### src/rtl/wide_add_sequencer_if.sv
// Operand/result handshake bundle for wide_add_sequencer.
// WIDE_ADD_SUB_EN adds the in_sub operand qualifier.
interface wide_add_sequencer_if #(
  parameter int unsigned BYTES = 4
);
  localparam int unsigned W = 8 * BYTES;

  logic         in_valid;
  logic         in_ready;
  logic [W-1:0] in_a;
  logic [W-1:0] in_b;
`ifdef WIDE_ADD_SUB_EN
  logic         in_sub;
`endif
  logic         out_valid;
  logic         out_ready;
  logic [W-1:0] out_sum;
  logic         out_cout;

`ifdef WIDE_ADD_SUB_EN
  modport master (
    output in_valid, in_a, in_b, in_sub, out_ready,
    input  in_ready, out_valid, out_sum, out_cout
  );
  modport slave (
    input  in_valid, in_a, in_b, in_sub, out_ready,
    output in_ready, out_valid, out_sum, out_cout
  );
`else
  modport master (
    output in_valid, in_a, in_b, out_ready,
    input  in_ready, out_valid, out_sum, out_cout
  );
  modport slave (
    input  in_valid, in_a, in_b, out_ready,
    output in_ready, out_valid, out_sum, out_cout
  );
`endif
endinterface

### src/rtl/wide_add_sequencer.sv
// Byte-serial wide adder built around an external 8-bit adder with no carry input.
// WIDE_ADD_SUB_EN compiles in subtraction (A - B via ~B plus an initial carry).
module wide_add_sequencer #(
  parameter int unsigned BYTES = 4
) (
  input  logic                      clk,
  input  logic                      rst_n,
  wide_add_sequencer_if.slave       bus,
  output logic [7:0]                add_a,
  output logic [7:0]                add_b,
  input  logic [7:0]                add_sum,
  input  logic                      add_cout
);

  localparam int unsigned W  = 8 * BYTES;
  localparam int unsigned IW = (BYTES > 1) ? $clog2(BYTES) : 1;
  localparam logic [IW-1:0] LastIdx = IW'(BYTES - 1);

  typedef enum logic [1:0] {StIdle, StAdd, StInc, StDone} state_e;

  state_e         state_q, state_d;
  logic [W-1:0]   a_q, a_d, b_q, b_d, sum_q, sum_d;
  logic [IW-1:0]  idx_q, idx_d;
  logic           carry_q, carry_d, c1_q, c1_d, cout_q, cout_d;
  logic           in_ready_q, out_valid_q;
  logic           advance;
  logic [IW+2:0]  base;

  assign base = {idx_q, 3'b000};

  always_comb begin
    state_d = state_q;
    a_d     = a_q;
    b_d     = b_q;
    sum_d   = sum_q;
    idx_d   = idx_q;
    carry_d = carry_q;
    c1_d    = c1_q;
    cout_d  = cout_q;
    advance = 1'b0;
    add_a   = 8'h00;
    add_b   = 8'h00;

    unique case (state_q)
      StIdle: begin
        if (bus.in_valid) begin
          a_d   = bus.in_a;
          idx_d = '0;
`ifdef WIDE_ADD_SUB_EN
          b_d     = bus.in_sub ? ~bus.in_b : bus.in_b;
          carry_d = bus.in_sub;
`else
          b_d     = bus.in_b;
          carry_d = 1'b0;
`endif
          state_d = StAdd;
        end
      end
      StAdd: begin
        add_a            = a_q[base +: 8];
        add_b            = b_q[base +: 8];
        sum_d[base +: 8] = add_sum;
        c1_d             = add_cout;
        // A pending carry needs a separate +1 pass; the adder has no carry input.
        if (carry_q) begin
          state_d = StInc;
        end else begin
          carry_d = add_cout;
          advance = 1'b1;
        end
      end
      StInc: begin
        add_a            = sum_q[base +: 8];
        add_b            = 8'h01;
        sum_d[base +: 8] = add_sum;
        carry_d          = c1_q | add_cout;
        advance          = 1'b1;
      end
      StDone: begin
        if (bus.out_ready) state_d = StIdle;
      end
      default: state_d = StIdle;
    endcase

    if (advance) begin
      if (idx_q == LastIdx) begin
        cout_d  = carry_d;
        state_d = StDone;
      end else begin
        idx_d   = idx_q + 1'b1;
        state_d = StAdd;
      end
    end
  end

  always_ff @(posedge clk or negedge rst_n) begin
    if (!rst_n) begin
      state_q     <= StIdle;
      a_q         <= '0;
      b_q         <= '0;
      sum_q       <= '0;
      idx_q       <= '0;
      carry_q     <= 1'b0;
      c1_q        <= 1'b0;
      cout_q      <= 1'b0;
      in_ready_q  <= 1'b1;
      out_valid_q <= 1'b0;
    end else begin
      state_q     <= state_d;
      a_q         <= a_d;
      b_q         <= b_d;
      sum_q       <= sum_d;
      idx_q       <= idx_d;
      carry_q     <= carry_d;
      c1_q        <= c1_d;
      cout_q      <= cout_d;
      in_ready_q  <= (state_d == StIdle);
      out_valid_q <= (state_d == StDone);
    end
  end

  assign bus.in_ready  = in_ready_q;
  assign bus.out_valid = out_valid_q;
  assign bus.out_sum   = sum_q;
  assign bus.out_cout  = cout_q;

endmodule
### src/flat_wrapper.sv
// flat-port wrapper written by rule: the top's interface ports become plain ports
module wide_add_sequencer_flat 
#(
  parameter int unsigned BYTES = 4
)
  (clk, rst_n, add_a, add_b, add_sum, add_cout, bus_in_valid, bus_in_a, bus_in_b, bus_out_ready, bus_in_ready, bus_out_valid, bus_out_sum, bus_out_cout);
  wide_add_sequencer_if #(.BYTES(BYTES)) bus_i ();
  input  logic clk;
  input  logic rst_n;
  output logic [7:0] add_a;
  output logic [7:0] add_b;
  input  logic [7:0] add_sum;
  input  logic add_cout;
  input wire logic [$bits(bus_i.in_valid)-1:0] bus_in_valid;
  input wire logic [$bits(bus_i.in_a)-1:0] bus_in_a;
  input wire logic [$bits(bus_i.in_b)-1:0] bus_in_b;
  input wire logic [$bits(bus_i.out_ready)-1:0] bus_out_ready;
  output wire logic [$bits(bus_i.in_ready)-1:0] bus_in_ready;
  output wire logic [$bits(bus_i.out_valid)-1:0] bus_out_valid;
  output wire logic [$bits(bus_i.out_sum)-1:0] bus_out_sum;
  output wire logic [$bits(bus_i.out_cout)-1:0] bus_out_cout;
  assign bus_i.in_valid = bus_in_valid;
  assign bus_i.in_a = bus_in_a;
  assign bus_i.in_b = bus_in_b;
  assign bus_i.out_ready = bus_out_ready;
  assign bus_in_ready = bus_i.in_ready;
  assign bus_out_valid = bus_i.out_valid;
  assign bus_out_sum = bus_i.out_sum;
  assign bus_out_cout = bus_i.out_cout;
  wide_add_sequencer #(.BYTES(BYTES)) u_core (.clk(clk), .rst_n(rst_n), .bus(bus_i), .add_a(add_a), .add_b(add_b), .add_sum(add_sum), .add_cout(add_cout));
endmodule
### config.mk
export PLATFORM = sky130hd
export DESIGN_NAME = wide_add_sequencer_flat
export DESIGN_NICKNAME = d
export VERILOG_FILES = /design/src/rtl/wide_add_sequencer_if.sv /design/src/rtl/wide_add_sequencer.sv /design/src/flat_wrapper.sv
export SDC_FILE = /design/constraint.sdc
export NUM_CORES = 1
export LEC_CHECK = 0
export BUFFER_PORTS_ARGS = -buffer_cell sky130_fd_sc_hd__buf_2
export CAP_MARGIN = 20
export CORE_MARGIN = 2
export CORE_UTILIZATION = 50
export CTS_CLUSTER_DIAMETER = 120
export DETAILED_ROUTE_END_ITERATION = 10
export GPL_ROUTABILITY_DRIVEN = 0
export GPL_TIMING_DRIVEN = 0
export MAX_ROUTING_LAYER = met4
export PLACE_DENSITY = 0.84
export SYNTH_ARGS = -nofsm -noshare
export SYNTH_HDL_FRONTEND = slang
export SYNTH_SLANG_ARGS = --single-unit
### constraint.sdc
create_clock -name clk -period 3 [get_ports clk]
set_clock_uncertainty 0.2 [all_clocks]
set_input_delay 0.45 -clock clk [delete_from_list [all_inputs] [get_ports clk]]
set_output_delay 0.45 -clock clk [all_outputs]
set_load 0.005 [all_outputs]
Yosys cells after proc, flatten, opt, wreduce, memory -nomap -nowiden
Index checks and enable logic that the tools add are counted.
Widths: inputs -> output; s select.
Word-level totals
  register bits: 105
  output and inout bits: 51
  bits of input ports: 77
  logic and storage cells: 46
Cells by class
  add/sub/neg operators: 2
  shifts and indexed selects: 5
  reduce and logical (&&, ||, !) cells: 5
  mux-type cells: 18
  bitwise gates (word level): 1
  equal/unequal tests: 5
Operator list (number)
  $shiftx 32x6->8: 3
  $bwmux 32: 1
  $pmux 8 s2: 2
  $shift 8x7->32 const A: 1
  $shiftx 8x7->32: 1
  $mux 2: 9
  $eq 2x2->1 const B: 4
  $neg 5->7: 1
  $pmux 2 s3: 1
  $logic_not 2->1: 2
  $reduce_and 2->1: 2
  $mux 1: 3
  $pmux 1 s3: 1
  $add 2x1->2 const B: 1
  $eq 2x1->1 const B: 1
  $pmux 1 s2: 1
  $reduce_or 2->1: 1
  $or 1x1->1: 1

Longest topological paths before layout
  word-level depth: 4
  gate-level depth with buffers: 8
  mapped depth without buffers: 6

Worst setup path after synthesis
Ideal clock, no wire load.
  kind: reg2reg
  start: reg u_core.idx_q[1]
  end: reg u_core.sum_q[0] (netlist: u_core.bus.out_sum[0])
  cell stages (with the launch flop): 7
  arrival: 1943 ps
  slack: 790 ps
  clock period less this slack: 2210 ps
  cells stage by stage: dfrtp_1 buf_4 clkbuf_1 inv_2 ha_1 nor4b_4 a22o_1
On the way
  word-level cells in the longest chain between the ends: 3
  elaborated cells on any way between the ends: 4
RTL lines
  start: declaration: RTL line wide_add_sequencer.sv:23  | logic [IW-1:0] idx_q, idx_d;
  start signal: assignment: RTL line wide_add_sequencer.sv:113  | idx_q <= idx_d;
  $neg 5->7 *: RTL line wide_add_sequencer.sv:62, wide_add_sequencer.sv:75
  $shiftx 8x7->32 / $shift 8x7->32 (equally long branches): RTL line wide_add_sequencer.sv:62, wide_add_sequencer.sv:75
  $bwmux 32 *: RTL line wide_add_sequencer.sv:62, wide_add_sequencer.sv:75
  end signal: assignment: RTL line wide_add_sequencer.sv:112  | sum_q <= sum_d;
  end: declaration: RTL line wide_add_sequencer.sv:22  | logic [W-1:0] a_q, a_d, b_q, b_d, sum_q, sum_d;
Mark *: on every way between the ends. The rest lies on a longest branch, timed or not.
A chain may end at the register's enable or synchronous reset.

Final worst setup path
  start: reg u_core.state_q[0]
  end: out add_a[3]
On the way
  word-level cells in the longest chain between the ends: 2
  elaborated cells on any way between the ends: 3
RTL lines
  start: declaration: RTL line wide_add_sequencer.sv:21  | state_e state_q, state_d;
  start signal: assignment: RTL line wide_add_sequencer.sv:98  | state_q <= StIdle;
  start signal: assignment: RTL line wide_add_sequencer.sv:109  | state_q <= state_d;
  $eq 2x2->1 / $eq 2x1->1 (equally long branches): RTL line wide_add_sequencer.sv:44  | unique case (state_q)
  $pmux 8 s2 *: RTL line wide_add_sequencer.sv:44
  end: declaration: RTL line flat_wrapper.sv:10  | output logic [7:0] add_a;
Marked as above.

==> metrics.txt <==
status finished, final reports clean; CP Launch Type register; Detailed Route Iter0 Violations 164; GR Util All Layers 0.246; synthesized netlist cell count 335; clock slew at reported path FFs 0.11 ns; PortBufs 127; Synth Register Bits 105; HPWL after detailed placement 8860 um; DRT Pass-1 Iters 4; worst reg-to-reg path cell count 6; MaxCap Viol Count 0; pwr/cell area 1050 nW/um2; H-tree Lvls 3; FMAX 361 MHz; die area 10700 um2; slew of the pin with the lowest slew margin 0.743 ns; initial antenna violation count 0; Yosys warnings 0; pin count of the biggest net entering global routing 58; area leader, netlist dfrtp_1; number of global-route vias before repair 3572; total nets after synthesis 423; Hold WC Path Type input port to register; Arr. time, crit path 2.12 ns; period utilization 0.924; Post-synth EDFFs 0; post-route ant nets 0; total CTS buffers 9; share of cells above drive strength 1 0.388; worst setup path endpoint add_a[3]; global route overflow 0; Total Power 0.00634 W; I/O Pins 128; area of the core 9680 um2; Layout Nets 563; R2R setup slack 0.30 ns; filler instances 775; final-report setup violation count 0; worst r2r src u_core.idx_q[1]$_DFF_PN0_; clock buffer depth 2; unrepaired setup endpoints after global routing false; register area share after synthesis 0.532; drc violations 0; Worst R2R End u_core.bus.out_sum[2]$_DFFE_PN0P_; global-route wire length before repair 18600 um; vias per cell 5.52; # diodes 0; clk_lat worst skew 0.37 ns; WP data required 2.35 ns; setup_tns 0 ns; P&R area growth vs syn 22.4%; Area contributors post-synth dfrtp_1, mux2_1, mux4_2; CP startpoint u_core.state_q[0]$_DFF_PN0_; CP Max Fanout 10; DR WL/cell 20.1 um; Sw Ratio 0.345; Distinct cells, synth 38; Clock power frac 0.180; Post-Synthesis Cell Area 4940 um2; top_reg_cell synth dfrtp_1; Max rail drop VDD 0.422 mV; Rel. slew slack 0.505; Comb power frac 0.427; sw power 0.00219 W; Starting Density 0.511; # rows 36; Crit. End Element primary output; syn_area_per_cell 14.8 um2; Die Ht 103 um; share of flip-flops with an asynchronous set or reset 1.00; Hold Crit Depth 2; min Tclk post-route 2.77 ns; clock sink count 105; Lkg Pwr 2.96 nW; placed cells 596; total number of vias 3386; Yosys top cell area share 0.526; fin cells 613; CTS tree built; Routed WL 12300 um; Fin. Hold Viols 0; Root Driver clkbuf_8; kind of critical path register to primary output; Slew Limit Fails 0; Die X 103 um; Reg power frac 0.393; Int Power 0.00415 W
## cell usage in the layout (no fill, tap or decap), drive strengths merged, types with 2 or more instances in the layout
master / count
inv: 8
nor2b: 5
and3: 7
nand2: 27
a22o: 32
and4: 2
bufinv: 4
mux2i: 2
o21ai: 4
mux4: 24
a21boi: 8
nor2: 2
dfrtp: 104
ha: 11
mux2: 65
clkbuf: 12
a21oi: 4
buf: 144
## worst min path at each step
stage	from	end	slack (ns)
after global routing	bus_in_a[21]	u_core.a_q[21]$_DFFE_PN0P_	0.07
after CTS	bus_in_a[21]	u_core.a_q[21]$_DFFE_PN0P_	0.07
after floorplan	rst_n	u_core.a_q[0]$_DFFE_PN0P_	-0.05
after detailed placement	u_core.a_q[10]$_DFFE_PN0P_	u_core.a_q[10]$_DFFE_PN0P_	0.27
after global placement	u_core.a_q[9]$_DFFE_PN0P_	u_core.a_q[9]$_DFFE_PN0P_	0.27
final	bus_in_a[21]	u_core.a_q[21]$_DFFE_PN0P_	0.07
## cells by family after synthesis
| kind of cell | synth area share |
|---|---|
| simple gates | 0.0524 |
| buf+inv | 0.0316 |
| flops | 0.532 |
| fa+ha+maj | 0.0278 |
| mux | 0.267 |
| compound gates | 0.0891 |
## synthesized netlist by cell type, drive strengths merged (2+ instances only)
cell type    n
dfrtp      104
mux2        65
and3         7
nand2       27
mux4        24
nor2         2
mux2i        2
a21boi       8
o21ai        4
clkbuf       3
buf         16
nor2b        5
inv          7
a21oi        4
ha          11
a22o        32
and4         2
## what timing repair did
item	4_1_cts	5_1_grt
gates resized for setup	0	0
hold buffers	1	0
endpoints found under the hold margin	56	0
buffers inserted	0	0
## worst max-delay path: stages, from the launching register on
cell and delay, ns:
dfrtp_1 0.44, inv_1 0.14, ha_1 0.21, buf_2 0.28, mux4_2 0.38, nand2_1 0.11
a21boi_1 0.07, buf_2 0.12
## flip-flops by register name, indices dropped and copies added, names as in the netlist
signal	flops
u_core.idx_q	2
u_core.carry_q	1
u_core.a_q	32
u_core.b_q	32
u_core.bus.out_valid	1
u_core.bus.out_sum	32
u_core.bus.in_ready	1
u_core.c1_q	1
u_core.state_q	2
u_core.bus.out_cout	1
## cell type report
type,count,area (um2),area share
buffer,19,130,0.0215
clock buffer,9,124,0.0205
clock inverter,7,141,0.0234
inverter,7,26.3,0.00434
multi-input combinational,204,2160,0.357
sequential,105,2630,0.434
tap,133,166,0.0275
timing repair buffer,129,676,0.112
## metrics by stage
stage          setup slack, ns   util  hold WS, ns  cell area (um2)
6_report                 0.228  0.625       0.0736             6050
3_3_place_gp             0.238  0.593        0.267             5750
2_1_floorplan            0.790      -      -0.0456             4940
5_1_grt                  0.128  0.625       0.0661             6050
3_5_place_dp             0.311  0.597        0.274             5780
4_1_cts                  0.211  0.625       0.0722             6050
## metal layers
| layer | wire, um | track usage |
|---|---|---|
| met5 | 0 | - |
| met4 | 409 | 0.123 |
| met2 | 6260 | 0.382 |
| met3 | 663 | 0.0323 |
| met1 | 4980 | 0.320 |
## power groups by stage
stage | clock network [W] | logic (W) | registers, W
final | 0.00114 | 0.00271 | 0.00249
after global routing | 0.00121 | 0.00294 | 0.00256
after CTS | 0.00115 | 0.00273 | 0.00248
after detailed placement | 0 | 0.00270 | 0.00251
after global placement | 0 | 0.00260 | 0.00244
after floorplan | 0 | 0.00187 | 0.00238
No activity file was read; power rests on OpenSTA's default activity.
